`src/rtl/mem_arb_pkg.sv`:
```
// Shared types for the unified I/D memory port arbiter.
// State and op encodings plus the latched request bundle.
package mem_arb_pkg;

   typedef enum logic [1:0] {
      IDLE   = 2'd0,
      BUSY_I = 2'd1,
      BUSY_D = 2'd2
   } state_e;

   typedef enum logic {
      OP_RD = 1'b0,
      OP_WR = 1'b1
   } op_e;

   typedef struct packed {
      logic [15:0] addr;
      logic [15:0] data;
      op_e         op;
      logic        bad;
   } req_t;

   function automatic int cnt_w(input int limit);
      return (limit < 1) ? 1 : $clog2(limit + 1);
   endfunction

endpackage

```
`src/rtl/mem_req_latch.sv`:
```
// Holds the granted request so the memory port ignores
// requester changes while a transaction is in flight.
module mem_req_latch
   import mem_arb_pkg::*;
(
   input  logic clk,
   input  logic rst_n,
   input  logic ld_i,
   input  req_t req_i,
   output req_t req_o
);

   req_t req_q;

   always_ff @(posedge clk or negedge rst_n) begin
      if (!rst_n) begin
         req_q <= '0;
      end else if (ld_i) begin
         req_q <= req_i;
      end
   end

   assign req_o = req_q;

endmodule

```
`src/rtl/mem_port_arbiter.sv`:
```
// Arbitrates fetch (I) and memory-stage (D) requests onto one
// mem_system port; D wins ties, bounded by a starvation counter.
module mem_port_arbiter
   import mem_arb_pkg::*;
#(
   parameter int STARVE_LIMIT = 4
) (
   input  logic        clk,
   input  logic        rst,
   input  logic        iRd,
   input  logic [15:0] iAddr,
   output logic [15:0] iDataOut,
   output logic        iDone,
   output logic        iErr,
   input  logic        dRd,
   input  logic        dWr,
   input  logic [15:0] dAddr,
   input  logic [15:0] dDataIn,
   output logic [15:0] dDataOut,
   output logic        dDone,
   output logic        dErr,
   output logic [15:0] mAddr,
   output logic [15:0] mDataIn,
   output logic        mRd,
   output logic        mWr,
   input  logic [15:0] mDataOut,
   input  logic        mDone,
   input  logic        mErr,
   output logic        grantI,
   output logic        grantD
);

   localparam int CW = cnt_w(STARVE_LIMIT);
   localparam logic [CW-1:0] LIM = CW'(STARVE_LIMIT);

   state_e        state_q, state_d;
   logic [CW-1:0] cnt_q, cnt_d;
   logic          ld;
   logic          pick_i;
   logic          d_req;
   logic          tie;
   logic          force_i;
   logic          fin;
   logic          busy;
   req_t          req_in;
   req_t          req_cur;

   assign d_req   = dRd | dWr;
   assign tie     = iRd & d_req;
   assign force_i = (STARVE_LIMIT != 0) && (cnt_q == LIM);
   assign fin     = mDone | mErr;

   always_ff @(posedge clk or negedge rst) begin
      if (!rst) begin
         state_q <= IDLE;
         cnt_q   <= '0;
      end else begin
         state_q <= state_d;
         cnt_q   <= cnt_d;
      end
   end

   always_comb begin
      state_d = state_q;
      cnt_d   = cnt_q;
      ld      = 1'b0;
      pick_i  = 1'b0;
      unique case (state_q)
         IDLE: begin
            if (tie) begin
               ld     = 1'b1;
               pick_i = force_i;
               if (force_i) begin
                  state_d = BUSY_I;
                  cnt_d   = '0;
               end else begin
                  state_d = BUSY_D;
                  if (cnt_q != LIM) begin
                     cnt_d = cnt_q + 1'b1;
                  end
               end
            end else if (d_req) begin
               ld      = 1'b1;
               state_d = BUSY_D;
            end else if (iRd) begin
               ld      = 1'b1;
               pick_i  = 1'b1;
               state_d = BUSY_I;
               cnt_d   = '0;
            end
         end
         BUSY_I, BUSY_D: begin
            if (fin) begin
               state_d = IDLE;
            end
         end
         default: state_d = IDLE;
      endcase
   end

   // Read+write together from D performs the write but flags an error.
   always_comb begin
      req_in = '0;
      if (pick_i) begin
         req_in.addr = iAddr;
         req_in.op   = OP_RD;
      end else begin
         req_in.addr = dAddr;
         req_in.data = dDataIn;
         req_in.op   = dWr ? OP_WR : OP_RD;
         req_in.bad  = dRd & dWr;
      end
   end

   mem_req_latch u_latch (
      .clk   (clk),
      .rst_n (rst),
      .ld_i  (ld),
      .req_i (req_in),
      .req_o (req_cur)
   );

   assign grantI = (state_q == BUSY_I);
   assign grantD = (state_q == BUSY_D);
   assign busy   = grantI | grantD;

   assign mRd     = busy && (req_cur.op == OP_RD);
   assign mWr     = busy && (req_cur.op == OP_WR);
   assign mAddr   = req_cur.addr;
   assign mDataIn = req_cur.data;

   assign iDone = grantI & fin;
   assign iErr  = grantI & mErr;
   assign dDone = grantD & fin;
   assign dErr  = grantD & (mErr | (mDone & req_cur.bad));

   assign iDataOut = iDone ? mDataOut : '0;
   assign dDataOut = dDone ? mDataOut : '0;

endmodule

```
`config.mk`:
```
export PLATFORM = sky130hd
export DESIGN_NAME = mem_port_arbiter
export DESIGN_NICKNAME = d
export VERILOG_FILES = /design/src/rtl/mem_arb_pkg.sv /design/src/rtl/mem_req_latch.sv /design/src/rtl/mem_port_arbiter.sv
export SDC_FILE = /design/constraint.sdc
export NUM_CORES = 1
export LEC_CHECK = 0
export CORE_ASPECT_RATIO = 1.1
export CORE_MARGIN = 2
export CORE_UTILIZATION = 37
export CTS_CLUSTER_SIZE = 28
export DETAILED_ROUTE_END_ITERATION = 10
export PLACE_DENSITY_LB_ADDON = 0.1
export SYNTH_ARGS = -nofsm -noshare
export SYNTH_HDL_FRONTEND = slang
export SYNTH_SLANG_ARGS = --single-unit
```
`constraint.sdc`:
```
create_clock -name clk -period 2.4 [get_ports clk]
set_clock_uncertainty 0.05 [all_clocks]
set_input_delay 0.6 -clock clk [delete_from_list [all_inputs] [get_ports clk]]
set_output_delay 0.6 -clock clk [all_outputs]
set_load 0.01 [all_outputs]
```
==> impl_metrics.json, run 1 <==
{
  "clock_path_buffers": 2,
  "ys_types": 32,
  "ant_nets": 0,
  "syn_avg_cell_area_sq_um": 9.569,
  "synthFlopType": "dfrtp_1",
  "numCtsBuffers": 5,
  "first_global_vias": 2102,
  "drive_above_1_share": 0.1066,
  "power.density_nw_per_um2": 1080,
  "synth_common_cells": "dfrtp_1, buf_4, and2_1",
  "gp_congestion": 0.7106,
  "endpoint_kind": "output pin",
  "reg2reg_slack_ps": 460,
  "drt_iter0_drc": 46,
  "vias": 2179,
  "clock_sinks": 39,
  "fmax_mhz": 430.4,
  "io_pins": 143,
  "crit_fanout": 17,
  "r2r_start": "state_q[0]",
  "cp.arrival_ps": 1670,
  "dieArea_sq_um": 6963,
  "cts_tree": "done",
  "ys_seq_area_frac": 0.4180,
  "final_util": 0.6120,
  "post-route-period-util": 0.9680,
  "insertion_delay_ps": 290,
  "ys_ff_latch": 39,
  "first_pass_iters": 4,
  "p_leak_nw": 1.698,
  "fin_setup_tns_ps": 0,
  "irDropWorstVdd_mv": 0.7116,
  "area_growth_syn_to_layout_pct": 61.36,
  "dp_hpwl_microns": 5252,
  "start_util": 0.3793,
  "cts_root_buf": "clkbuf_8",
  "syn_area_sq_um": 2335,
  "yosysTopAreaCell": "dfrtp_1",
  "startpoint_type": "primary input",
  "hold_viol": 0,
  "async_flop_share": 1.000,
  "finalNonFillerCells": 446,
  "p_total_w": 0.004067,
  "core_sq_um": 6156,
  "fin_area_sq_um": 3767,
  "avgViaCountPerCell": 4.886,
  "cts.clk_slew.worst_paths_ps": 70,
  "final_max_slew_viol_count": 0,
  "setup_viol": 0,
  "finalNetCount": 441,
  "grt_setup_unrepaired": "false",
  "synth_area_leaders": "dfrtp_1, buf_4, and2_1",
  "post_dp_cell_area_sq_um": 3684,
  "syn_nets": 320,
  "die_h_microns": 87.32,
  "tightestPinTransition_ps": 688.4,
  "min_period_ps": 2323,
  "r2r-end": "u_latch.req_o[24]",
  "port_buffers": 142,
  "slew_headroom": 0.5411,
  "yosysMostFrequentCell": "dfrtp_1",
  "grt.overflow.total": 0,
  "track_usage": 0.1881,
  "dp.cells": 438,
  "antenna_found_initial": 0,
  "ys_warn_count": 0,
  "grt_start_max_net_pins": 23,
  "netlist_instances": 244,
  "hold_path.class": "in -> async",
  "crit_type": "in -> out",
  "die_w_microns": 79.74,
  "remaining_drc_errors": 0,
  "synth_top_area_frac": 0.4180,
  "synth-edff-count": 0,
  "n_antenna_cell": 0,
  "status": "completed",
  "grt_pass1_wl_microns": 10320,
  "wire_per_inst_microns": 15.25,
  "required_ps": 1750,
  "ff2ff_path_depth": 5,
  "routed_wl_microns": 6801,
  "htreeDepth": 2,
  "core.rowCount": 30,
  "cap_violations": 0
}
[state kept, by name, summed over array words and instances (netlist names)]
name	flops
state_q	2
u_latch.req_o	34
cnt_q	3
[cells in the final DEF, fill, tap and decap left out, drive strengths merged]
cell type and n:
ha 5, a21o 1, o22ai 1, nand2 6, clkinv 1, o21a 3
inv 5, clkdlybuf4s15 11, a2bb2oi 1, o31ai 1, o2111ai 1, nor3b 1
o32ai 1, o21ai 18, nor2 17, a32o 1, bufinv 1, nor3 1
clkdlybuf4s50 102, nand3 2, buf 21, o2bb2ai 2, dlymetal6s2s 2, o211ai 1
and2 35, o31a 1, nor2b 1, dlygate4sd2 23, nand3b 1, a22o 17
a21oi 18, a31oi 16, clkbuf 9, dfrtp 39
[what timing repair did]
action	4_1_cts	5_1_grt
endpoints found under the setup margin	36	33
hold buffers	0	0
setup buffers	0	0
resized for setup	37	22
pin swaps	2	0
[worst max path at each step]
stage                    start      endpoint  slack (ps)  depth (start not counted)
floorplan           state_q[0]   dDataOut[0]         390                          5
global placement          mErr  dDataOut[11]        -400                          5
detailed placement        mErr  dDataOut[11]        -420                          5
CTS                 state_q[0]           mRd           3                          4
global route        state_q[1]   iDataOut[2]           1                          6
finish                    mErr  iDataOut[13]          80                          5
[where the power goes]
| part | leakage (nW) | switching, W | total [W] | internal, W |
|---|---|---|---|---|
| clock network | 0.0612 | 0.000223 | 0.000559 | 0.000336 |
| logic | 1.17 | 0.00108 | 0.00235 | 0.00127 |
| registers | 0.465 | 0.000181 | 0.00116 | 0.000978 |
| total | 1.70 | 0.00148 | 0.00407 | 0.00258 |
[routing by layer]
metal  GRT usage  part of all wire
met5           0                 0
met3     0.03734             0.051
met2      0.3476              0.52
met1      0.2241              0.42
met4     0.04314             0.010
[stage by stage]
step | hold WS, ps | setup slack, ps
final | 176.5 | 76.78
after global routing | 189.6 | 0.9642
after CTS | 183.5 | 3.427
after detailed placement | 440.1 | -421.6
after global placement | 439.0 | -403.7
after floorplan | 254.4 | 386.5
[final cells by class]
| cell class | instances | area (sq um) |
|---|---|---|
| repair buffers | 162 | 1565 |
| clock inverters | 2 | 35.03 |
| flip-flops and latches | 39 | 975.9 |
| fillers | 541 | 2389 |
| inverters | 5 | 18.77 |
| well taps | 80 | 100.1 |
| clock buffers | 6 | 82.58 |
| multi-input cells | 152 | 989.7 |
[worst max-delay path, cell delays in order]
cell and delay, ps:
dlygate4sd2_1 280, o21a_1 220, buf_12 150, and2_1 150, dlygate4sd2_1 280
[kinds of logic after synthesis]
group / Yosys count / synth area share
simple gates: 64 / 0.1463
buf+inv: 53 / 0.1602
flops: 39 / 0.4180
fa+ha+maj: 5 / 0.02680
compound gates: 83 / 0.2487
(Power assumes the default switching activity.)
==> inputs of run 2 (changes only) <==
--- a/config.mk
+++ b/config.mk
@@ -6,11 +6,12 @@
 export NUM_CORES = 1
 export LEC_CHECK = 0
 export CORE_ASPECT_RATIO = 1.1
-export CORE_MARGIN = 2
+export CORE_MARGIN = 4
 export CORE_UTILIZATION = 37
 export CTS_CLUSTER_SIZE = 28
 export DETAILED_ROUTE_END_ITERATION = 10
 export PLACE_DENSITY_LB_ADDON = 0.1
+export SETUP_SLACK_MARGIN = 0.2
 export SYNTH_ARGS = -nofsm -noshare
 export SYNTH_HDL_FRONTEND = slang
 export SYNTH_SLANG_ARGS = --single-unit
==> run 2 against run 1 <==
  * Worst setup slack improved by 100 ps
  * Cell count rose by 2.5%
  * Critical endpoint is now mRd
  * Die area grew 9.8%
  * Highest routed layer unchanged
==> impl_metrics.json, run 2 (synthesis results as in run 1) <==
{
  "status": "completed",
  "core_sq_um": 6156,
  "cp.arrival_ps": 1570,
  "final_cell_mix": "clkdlybuf4s50_1, dfrtp_1, and2_1, buf_6, buf_4",
  "ff2ff_path_depth": 6,
  "largest_reg_flops": 34,
  "port_buffers": 142,
  "finalNetCount": 452,
  "irDropWorstVdd_mv": 0.6284,
  "remaining_drc_errors": 0,
  "crit_fanout": 3,
  "gp_congestion": 0.8245,
  "dp_hpwl_microns": 5679,
  "insertion_delay_ps": 290,
  "slew_headroom": 0.5336,
  "dieArea_sq_um": 7647,
  "fmax_mhz": 449.9,
  "post_dp_cell_area_sq_um": 3674,
  "cts.clk_slew.worst_paths_ps": 80,
  "grt_setup_unrepaired": "true",
  "mostFrequentLayoutCell": "clkdlybuf4s50_1",
  "io_pins": 143,
  "vias": 2282,
  "cap_violations": 0,
  "p_leak_nw": 1.723,
  "startpoint_type": "register",
  "routed_wl_microns": 7469,
  "numCtsBuffers": 5,
  "die_w_microns": 83.74,
  "endpoint_kind": "output pin",
  "post-route-period-util": 0.9262,
  "holdWs_ps": 195.4,
  "min_period_ps": 2223,
  "ant_nets": 0,
  "avgViaCountPerCell": 4.993,
  "core.rowCount": 30,
  "final_max_slew_viol_count": 0,
  "start_util": 0.3793,
  "drt_iter0_drc": 48,
  "hold_viol": 0,
  "hold_path.class": "in -> async",
  "grt.overflow.total": 0,
  "cts_tree": "done",
  "worst_slack_ps": 177.2,
  "critPathBufInv": 3,
  "n_antenna_cell": 0,
  "clock_path_buffers": 2,
  "die_h_microns": 91.32,
  "htreeDepth": 2,
  "setup_viol": 0,
  "grt_pass1_wl_microns": 12010,
  "max_stage_delay_ps": 410,
  "grt_start_max_net_pins": 21,
  "critical_path_depth": 5,
  "power.density_nw_per_um2": 1110,
  "post-place-ws_ps": -404.2,
  "fillers": 542,
  "clock_sinks": 39,
  "required_ps": 1750,
  "tightestPinTransition_ps": 699.6,
  "first_pass_iters": 4,
  "track_usage": 0.1912,
  "fin_area_sq_um": 3857,
  "cp_cell_sequence": "inv_2, buf_4, ha_1, nor2b_1, clkdlybuf4s15_1",
  "slowest_stage": "dfrtp_2",
  "wire_per_inst_microns": 16.34,
  "crit_family": "buffers and inverters",
  "cts_root_buf": "clkbuf_8",
  "area_growth_syn_to_layout_pct": 65.22,
  "crit_type": "reg -> out",
  "antenna_found_initial": 0,
  "drive_above_1_share": 0.2599,
  "first_global_vias": 2278
}
run 2: cell count changes in the layout (fill, tap and decap cells not counted), sizes merged:
cell	delta
clkdlybuf4s50	-2
clkdlybuf4s15	-8
dlygate4sd2	-22
buf	+36
dlymetal6s2s	-1
clkbuf	+8
run 2: what timing repair did:
action                     4_1_cts  5_1_grt
cloned                           1        1
pin swaps                        1        6
gates resized for setup        117       68
setup buffers                    4        3
setup endpoints to repair       38       38
hold buffers                     0        0
run 2: power breakdown:
part / total [W] / switching (W) / internal (W)
Combinational: 0.00255 / 0.00115 / 0.00140
Clock: 0.000572 / 0.000235 / 0.000337
Sequential: 0.00116 / 0.000182 / 0.000978
run 2: metal layers:
layer / wire (microns) / part of all wire / vias to the layer above / GRT usage
met5: 0 / 0 / - / 0
met4: 104 / 0.014 / 0 / 0.03753
met3: 351 / 0.047 / 14 / 0.03539
met2: 3814 / 0.51 / 76 / 0.3402
met1: 3198 / 0.43 / 1099 / 0.2418
li1: - / - / 1093 / -
run 2: stage by stage:
stage	cells	util	TNS (ps)	power, W
3_3_place_gp	440	0.5967	-11480	0.003558
5_1_grt	457	0.6266	0	0.004574
3_5_place_dp	440	0.5967	-12580	0.003591
4_1_cts	453	0.6085	0	0.004142
2_1_floorplan	244	-	0	0.002701
6_report	457	0.6266	0	0.004283
run 2: final timing paths:
check	from	to	slack, ps
max	state_q[0]	mRd	180
min	rst	u_latch.req_o[6]	200
max reg2reg	state_q[0]	u_latch.req_o[31]	340
min reg2reg	u_latch.req_o[0]	u_latch.req_o[0]	440
max in group asynchronous	rst	state_q[0]	1440
min in group clk	u_latch.req_o[0]	u_latch.req_o[0]	440
run 2: cell type report:
| cell class | count | area, sq um | area share |
|---|---|---|---|
| Clock inverter | 2 | 35.03 | 0.009082 |
| Multi-Input combinational cell | 152 | 1050 | 0.2721 |
| Timing Repair Buffer | 173 | 1594 | 0.4132 |
| Clock buffer | 6 | 82.58 | 0.02141 |
| Inverter | 5 | 18.77 | 0.004865 |
| Sequential cell | 39 | 977.2 | 0.2533 |
| Tap cell | 80 | 100.1 | 0.02595 |
run 2: worst reg2reg max path, delay by kind of cell (launching register included):
kind | cells | cell delay, ps
simple gates | 1 | 90
compound gates | 2 | 820
fa+ha+maj | 1 | 390
buf+inv | 2 | 190
flops | 1 | 440
